**src/rtl/sad_engine.sv**
```systemverilog
// rtl/sad_engine.sv - sum-of-absolute-differences engine with best-candidate tracking
//
// Ports:
//   clk       in   rising-edge clock
//   rst       in   asynchronous active-high reset
//   start     in   request one SAD computation (taken only in IDLE with both buffers full)
//   cur_full  in   current-block buffer full, cur_in valid
//   ref_full  in   candidate buffer full, ref_in valid
//   cur_in    in   current block, pixel i at [WIDTH*i +: WIDTH]
//   ref_in    in   candidate block, same packing
//   clr_best  in   synchronous clear of best_sad/best_idx/cand_idx
//   busy      out  computation in progress (RUN)
//   done      out  one-cycle pulse, sad valid (FIN)
//   sad       out  last completed SAD
//   best_sad  out  minimum SAD since last clear
//   best_idx  out  candidate index of best_sad
//   cand_idx  out  index the next completed candidate receives
module sad_engine #(
  parameter int WIDTH = 8,
  parameter int N     = 80,
  parameter int LANES = 4,
  parameter int SUM_W = 15,
  parameter int IDX_W = 8
) (
  input  logic                 clk,
  input  logic                 rst,
  input  logic                 start,
  input  logic                 cur_full,
  input  logic                 ref_full,
  input  logic [N*WIDTH-1:0]   cur_in,
  input  logic [N*WIDTH-1:0]   ref_in,
  input  logic                 clr_best,
  output logic                 busy,
  output logic                 done,
  output logic [SUM_W-1:0]     sad,
  output logic [SUM_W-1:0]     best_sad,
  output logic [IDX_W-1:0]     best_idx,
  output logic [IDX_W-1:0]     cand_idx
);

  localparam int BEATS = N / LANES;
  localparam int K_W   = (BEATS > 1) ? $clog2(BEATS) : 1;

  typedef enum logic [1:0] {IDLE, RUN, FIN} state_t;

  state_t             state;
  state_t             state_nxt;
  logic [K_W-1:0]     k;
  logic [SUM_W-1:0]   acc;
  logic [SUM_W-1:0]   acc_nxt;
  logic [SUM_W-1:0]   beat_sum;
  logic               accept;
  logic               last_beat;
  logic [WIDTH:0]     lane_abs [LANES];

  assign accept    = (state == IDLE) && start && cur_full && ref_full;
  assign last_beat = (state == RUN) && (k == K_W'(BEATS - 1));

  // One absolute difference per lane for beat k. The subtraction is done in
  // WIDTH+1 bits so the sign bit tells which operand was larger; negating the
  // borrowed result gives the magnitude without wrap.
  for (genvar l = 0; l < LANES; l++) begin : g_lane
    logic [WIDTH-1:0] a;
    logic [WIDTH-1:0] b;
    logic [WIDTH:0]   d;

    assign a           = cur_in[WIDTH*(LANES*int'(k) + l) +: WIDTH];
    assign b           = ref_in[WIDTH*(LANES*int'(k) + l) +: WIDTH];
    assign d           = {1'b0, a} - {1'b0, b};
    assign lane_abs[l] = d[WIDTH] ? (~d + 1'b1) : d;
  end

  always_comb begin
    beat_sum = '0;
    for (int l = 0; l < LANES; l++) begin
      beat_sum = beat_sum + SUM_W'(lane_abs[l]);
    end
  end

  assign acc_nxt = acc + beat_sum;

  always_ff @(posedge clk or posedge rst) begin
    if (rst) begin
      state <= IDLE;
    end else begin
      state <= state_nxt;
    end
  end

  always_comb begin
    state_nxt = state;
    case (state)
      IDLE:    if (accept) state_nxt = RUN;
      RUN:     if (last_beat) state_nxt = FIN;
      FIN:     state_nxt = IDLE;
      default: state_nxt = IDLE;
    endcase
  end

  always_ff @(posedge clk or posedge rst) begin
    if (rst) begin
      acc      <= '0;
      k        <= '0;
      sad      <= '0;
      best_sad <= '1;
      best_idx <= '0;
      cand_idx <= '0;
    end else begin
      if (accept) begin
        acc <= '0;
        k   <= '0;
      end
      if (state == RUN) begin
        acc <= acc_nxt;
        k   <= k + K_W'(1);
      end
      // Capture the total on the last beat so sad is already valid while done is high.
      if (last_beat) begin
        sad <= acc_nxt;
      end
      // Clear beats the FIN update; sad/done are unaffected by it.
      if (clr_best) begin
        best_sad <= '1;
        best_idx <= '0;
        cand_idx <= '0;
      end else if (state == FIN) begin
        if (sad < best_sad) begin
          best_sad <= sad;
          best_idx <= cand_idx;
        end
        cand_idx <= cand_idx + IDX_W'(1);
      end
    end
  end

  // Decoded from the state register only, so no input-to-output path exists.
  assign busy = (state == RUN);
  assign done = (state == FIN);

endmodule
```
**config.mk**
```make
export PLATFORM = sky130hd
export DESIGN_NAME = sad_engine
export DESIGN_NICKNAME = d
export VERILOG_FILES = /design/src/rtl/sad_engine.sv
export SDC_FILE = /design/constraint.sdc
export NUM_CORES = 1
export LEC_CHECK = 0
export ABC_CLOCK_PERIOD_IN_PS = 8050
export BUFFER_PORTS_ARGS = -buffer_cell sky130_fd_sc_hd__buf_2
export CAP_MARGIN = 20
export CELL_PAD_IN_SITES_DETAIL_PLACEMENT = 1
export CELL_PAD_IN_SITES_GLOBAL_PLACEMENT = 1
export CORE_AREA = 5 5 521 523
export DETAILED_ROUTE_END_ITERATION = 12
export DIE_AREA = 0 0 526 528
export PLACE_DENSITY = 0.32
export SETUP_SLACK_MARGIN = 0.05
export SLEW_MARGIN = 20
export SYNTH_ARGS = -nofsm -noshare
export SYNTH_HDL_FRONTEND = slang
export SYNTH_SLANG_ARGS = --single-unit
export TNS_END_PERCENT = 50
```
**constraint.sdc**
```tcl
create_clock -name clk -period 8.05 [get_ports clk]
set_clock_uncertainty 0.1 [all_clocks]
set_input_delay 0 -clock clk [delete_from_list [all_inputs] [get_ports clk]]
set_output_delay 0 -clock clk [all_outputs]
set_load 0.02 [all_outputs]
```
# ---- After elaboration in Yosys (flattened, before gate mapping)
# Index checks and enable logic that the tools add are counted.
dict set report totals {
  ff_bits 68
  inputBits 1286
  out_inout_bits 48
}
dict set report op_classes {
  n_addsub 17
  magnitude_cmp 1
  eq_ne 5
  shift 8
  n_mux 19
  n_bitwise 4
  n_reduce_logical 10
}
# operator n
set ops {}
lappend ops {{$shiftx 640x12->8} 3}
lappend ops {{$shiftx 640x32->8} 3}
lappend ops {{$shiftx 640x11->8} 2}
lappend ops {{$mux 15} 5}
lappend ops {{$mux 8} 5}
lappend ops {{$add 9x1->9 const B} 4}
lappend ops {{$mux 9} 4}
lappend ops {{$not 9->9} 4}
lappend ops {{$sub 8x8->9} 4}
lappend ops {{$add 7x2->8 const B} 2}
lappend ops {{$add 15x12->15} 1}
lappend ops {{$lt 15x15->1} 1}
lappend ops {{$add 11x9->12} 1}
lappend ops {{$add 10x9->11} 1}
lappend ops {{$add 9x9->10} 1}
lappend ops {{$mux 5} 2}
lappend ops {{$add 7x1->8 const B} 1}
lappend ops {{$add 8x1->8 const B} 1}
lappend ops {{$reduce_bool 2->1} 3}
lappend ops {{$add 5x1->5 const B} 1}
lappend ops {{$eq 5x5->1 const B} 1}
lappend ops {{$logic_and 1x1->1} 4}
lappend ops {{$mux 2} 2}
lappend ops {{$pmux 2 s2} 1}
lappend ops {{6 further kinds} 7}

# ---- Longest topological paths before layout
dict set report logic_depth {
  ltp_word 11
  depth_mapped 31
  depth_no_buf 28
}

# ---- Worst setup path after synthesis
# No wires, ideal clock.
dict set report synth_path {
  kind {register -> register}
  startpoint {register k[0]}
  endpoint {register sad[10]}
  setup_ns 0.125
  arrival_ns 6.461
  t_required_ns 7.825
  slack_ns 1.364
  stages_incl_launch_ff 25
  path_buffers 3
  synth_period_minus_slack_ns 6.686
  path_cell_list {dfrtp_1 > buf_2 > buf_4 > clkbuf_4 > mux4_2 > mux2i_1 > o22a_1 > ha_1 > inv_1 > fa_1 > a211oi_2 > nor2_1 > xor2_1 > or3_4 > o31ai_2 > xnor2_1 > fa_1 > fa_1 > fa_1 > ha_1 > a2111oi_2 > o21ai_0 > a41oi_2 > xnor2_1 > mux2_2}
}
dict set report synth_via {
  elab_chain_cells 10
  word_cells_on_any_way 33
  cone_classes {add/sub (15); eq/ne (1); shift (8); mux (4); bitwise (4); reduce/logical (1)}
}
# element line_no
set synth_rtl {}
lappend synth_rtl {{from (decl)} 48} ;# logic [K_W-1:0] k;
lappend synth_rtl {{from (signal assigned)} 115} ;# k <= k + K_W'(1);
lappend synth_rtl {{$add 7x1->8} {67, 68}}
lappend synth_rtl {{$shiftx 640x32->8 or $shiftx 640x12->8 (tied branches)} {67, 68}}
lappend synth_rtl {{$sub 8x8->9} 69} ;# assign d = {1'b0, a} - {1'b0, b};
lappend synth_rtl {{$not 9->9} 70} ;# assign lane_abs[l] = d[WIDTH] ? (~d + 1'b1) : d;
lappend synth_rtl {{$add 9x1->9} 70}
lappend synth_rtl {{$mux 9} 70}
lappend synth_rtl {{$add 9x9->10} 76} ;# beat_sum = beat_sum + SUM_W'(lane_abs[l]);
lappend synth_rtl {{$add 10x9->11} 76}
lappend synth_rtl {{$add 11x9->12} 76}
lappend synth_rtl {{$add 15x12->15} 80} ;# assign acc_nxt = acc + beat_sum;
lappend synth_rtl {{to (signal assigned)} 119} ;# sad <= acc_nxt;
lappend synth_rtl {{to (decl)} 35} ;# output logic [SUM_W-1:0] sad,
# Parallel ways exist; a longest one is shown, timed or not.
# A chain may end at the register's enable or synchronous reset.

# ---- Worst setup path after layout
dict set report layout_path {
  startpoint {register k[0]}
  endpoint {register sad[9]}
}
# The elaborated chain is that of the path after synthesis.

==> flow_summary_export.csv <==
group,metric,value,unit
grt,grtUsageTotal,12.6,%
synthesis,synth-edff-count,0,
timing,fmax,132,MHz
synthesis,syn_inst,1441,
clock_network,clock_path_buffers,2,
critical_path,worstPathArrival,7720,ps
critical_path,r2r_slack,490,ps
route,wirelength,184,mm
route,post_drt_wl_per_cell,29.0,um
floorplanning,fp.dieW,526,um
synthesis,yosysUniqueCellTypes,64,
synthesis,synth_flop_cell,"dfrtp_1",
floorplanning,die_area,0.278,mm^2
timing,hold_ws,176,ps
clock_network,cts_buffers,9,
timing,rsz0062_at_grt,"false",
clock_network,clkTransAtPathRegs,70,ps
route,drtAntennaViolNets,0,
route,num_vias,19900,
synthesis,ys_warn_count,0,
route,drt-pass1-iter-count,5,
status,status,"complete, no violations",
flow_run,drv_cap,0,
route,viasPerCell,3.13,
finish,final_cell_mix,"1333 x buf_2, 320 x mux4_2, 151 x mux2i_1",
synthesis,synth_fp_nets,2825,
critical_path,crit_path_frequent_cell,"fa_1",
floorplanning,num_io_pins,1334,
critical_path,crit_slowest_cell,"fa_1",
place,place_area,0.0280,mm^2
route,drc,0,
floorplanning,fp.dieH,528,um
finish,finalNetCount,4136,
clock_network,clk_latency,380,ps
hold_path,hold_class,"in -> reg",
grt,grt_pass1_wl,232,mm
critical_path,start_kind,"register",
floorplanning,start_util,6.20,%
floorplanning,coreArea,0.266,mm^2
synthesis,synth-async-reset-ratio,100,%
finish,final_common_cell,"buf_2",
finish,final_area,0.0285,mm^2
timing,hold_violations,0,
critical_path,critical_path_class,"reg -> reg",
place,post-place-ws,207,ps
grt,grt_max_degree,60,
finish,area_delta_synth_final,72.8,%
timing,min_period_over_period,93.9,%
synthesis,netlist_area,0.0165,mm^2
timing,slew_violations,0,
clock_network,cts_tree,"built",
synthesis,synth_area_per_cell,11.5,um^2
critical_path,max_stage_delay,530,ps
timing,max-slew-margin-rel,35.5,%
place,gp_congestion,0.905,
place,numPortBuffers,1333,
timing,tns,0,ps
grt,overflow,0,
grt,grt_pass1_vias,21900,
critical_path,endpoint_kind,"register",
synthesis,synth_seq_cells,68,
synthesis,ys_seq_area_share,10.4,%
clock_network,htree_levels,3,
clock_network,root_buffer,"clkbuf_16",
timing,setup_slack,487,ps
floorplanning,rows,190,
critical_path,crit_required,8200,ps
clock_network,clock-sinks,68,
timing,min_period,7560,ps
finish,drive_gt1_share,66.0,%
grt,antenna_found_initial,208,
timing,tightestPinTransition,967,ps
timing,setup_viol,0,
critical_path,worstPathMaxFanout,26,
route,drtIter0Drc,1085,
place,dp_hpwl,169,mm
[metal layers]
layer	GRT usage [%]	wire (um)	part of all wire (%)	vias up
li1	-	-	-	8475
met1	15.5	76200	41	9942
met2	22.5	90300	49	1081
met3	3.77	13800	7.5	296
met4	1.32	3340	1.8	88
met5	0	567	0.31	-
[synth_stat cells (4+ instances only)]
master | count | share of area [%]
a211oi_1 | 4 | 0.18
a21o_1 | 15 | 0.68
a21oi_1 | 87 | 2.6
a22o_1 | 13 | 0.69
a31oi_1 | 6 | 0.23
buf_1 | 9 | 0.20
buf_2 | 33 | 1.0
buf_4 | 25 | 1.1
buf_6 | 9 | 0.61
clkbuf_1 | 57 | 1.3
dfrtp_1 | 53 | 8.0
dfstp_2 | 15 | 2.4
fa_1 | 30 | 3.6
ha_1 | 68 | 5.2
inv_1 | 62 | 1.4
mux2_2 | 9 | 0.61
mux2i_1 | 152 | 9.2
mux4_2 | 320 | 44
nand2_1 | 37 | 0.84
nand2b_1 | 20 | 0.76
nand3_1 | 13 | 0.39
nand4_1 | 7 | 0.27
nor2_1 | 134 | 3.0
nor2b_1 | 11 | 0.42
nor3_1 | 9 | 0.27
o211ai_1 | 4 | 0.18
o21a_1 | 12 | 0.55
o21ai_0 | 43 | 1.3
o21bai_1 | 8 | 0.36
o22a_1 | 31 | 1.6
o22ai_1 | 33 | 1.2
o31ai_1 | 4 | 0.18
xnor2_1 | 38 | 2.0
xor2_1 | 30 | 1.6
[worst max-delay path, delay by kind of cell, from the launching register on]
kind / cells / cell delay, ps
buffers and inverters: 7 / 930
xor gates and xnor gates: 1 / 120
and+or+nand+nor: 2 / 230
DFF: 1 / 450
muxes: 3 / 940
adders and majority gates: 6 / 2590
AOI/OAI and AO/OA: 10 / 2010
[flip-flops by register name, indices dropped and copies added (netlist names)]
name / cells
acc: 15
best_idx: 8
best_sad: 15
cand_idx: 8
k: 5
sad: 15
state: 2
[cell type report]
| cell class | count | area [um^2] |
|---|---|---|
| sequential | 68 | 1740 |
| clock inverter | 7 | 98.8 |
| clock buffer | 9 | 225 |
| fill | 31600 | 238000 |
| antenna | 38 | 95.1 |
| multi-input combinational | 1177 | 13900 |
| tap | 3552 | 4440 |
| timing repair buffer | 1434 | 7800 |
| inverter | 62 | 233 |
[cells by family after synthesis]
group	synth area share, %
AO/OA/AOI/OAI	11.0
flip-flops	10.4
buffers and inverters	5.70
multiplexers	53.5
XOR/XNOR	3.61
adder cells (fa/ha/maj)	8.79
AND/OR/NAND/NOR	7.01
[path summary, 6_finish.rpt]
kind                                      from                      end  depth (start not counted)
max reg2reg                   k[0]$_DFFE_PP0P_       sad[9]$_DFFE_PP0P_                         29
min reg2reg                acc[10]$_DFFE_PP0P_      acc[10]$_DFFE_PP0P_                          1
min                                   clr_best  cand_idx[7]$_DFFE_PP0P_                          2
min in group asynchronous                  rst  best_idx[1]$_DFFE_PP0P_                          4
max                           k[0]$_DFFE_PP0P_       sad[9]$_DFFE_PP0P_                         29
max in group asynchronous                  rst         k[2]$_DFFE_PP0P_                          5
[repair_timing]
action,CTS,global route
hold endpoints to repair,9,0
hold buffers,2,0
endpoints found under the setup margin,0,13
resized for setup,0,12
buffers inserted,0,0
[stage by stage]
step,std cells,util (%)
6_report,6347,10.7
5_1_grt,6324,10.7
4_1_cts,6307,10.6
3_5_place_dp,6289,10.5
3_3_place_gp,6289,10.5
2_1_floorplan,1441,-
Power is not shown: default switching activity piles up to over one toggle a cycle in this logic, so the estimate is an artifact.
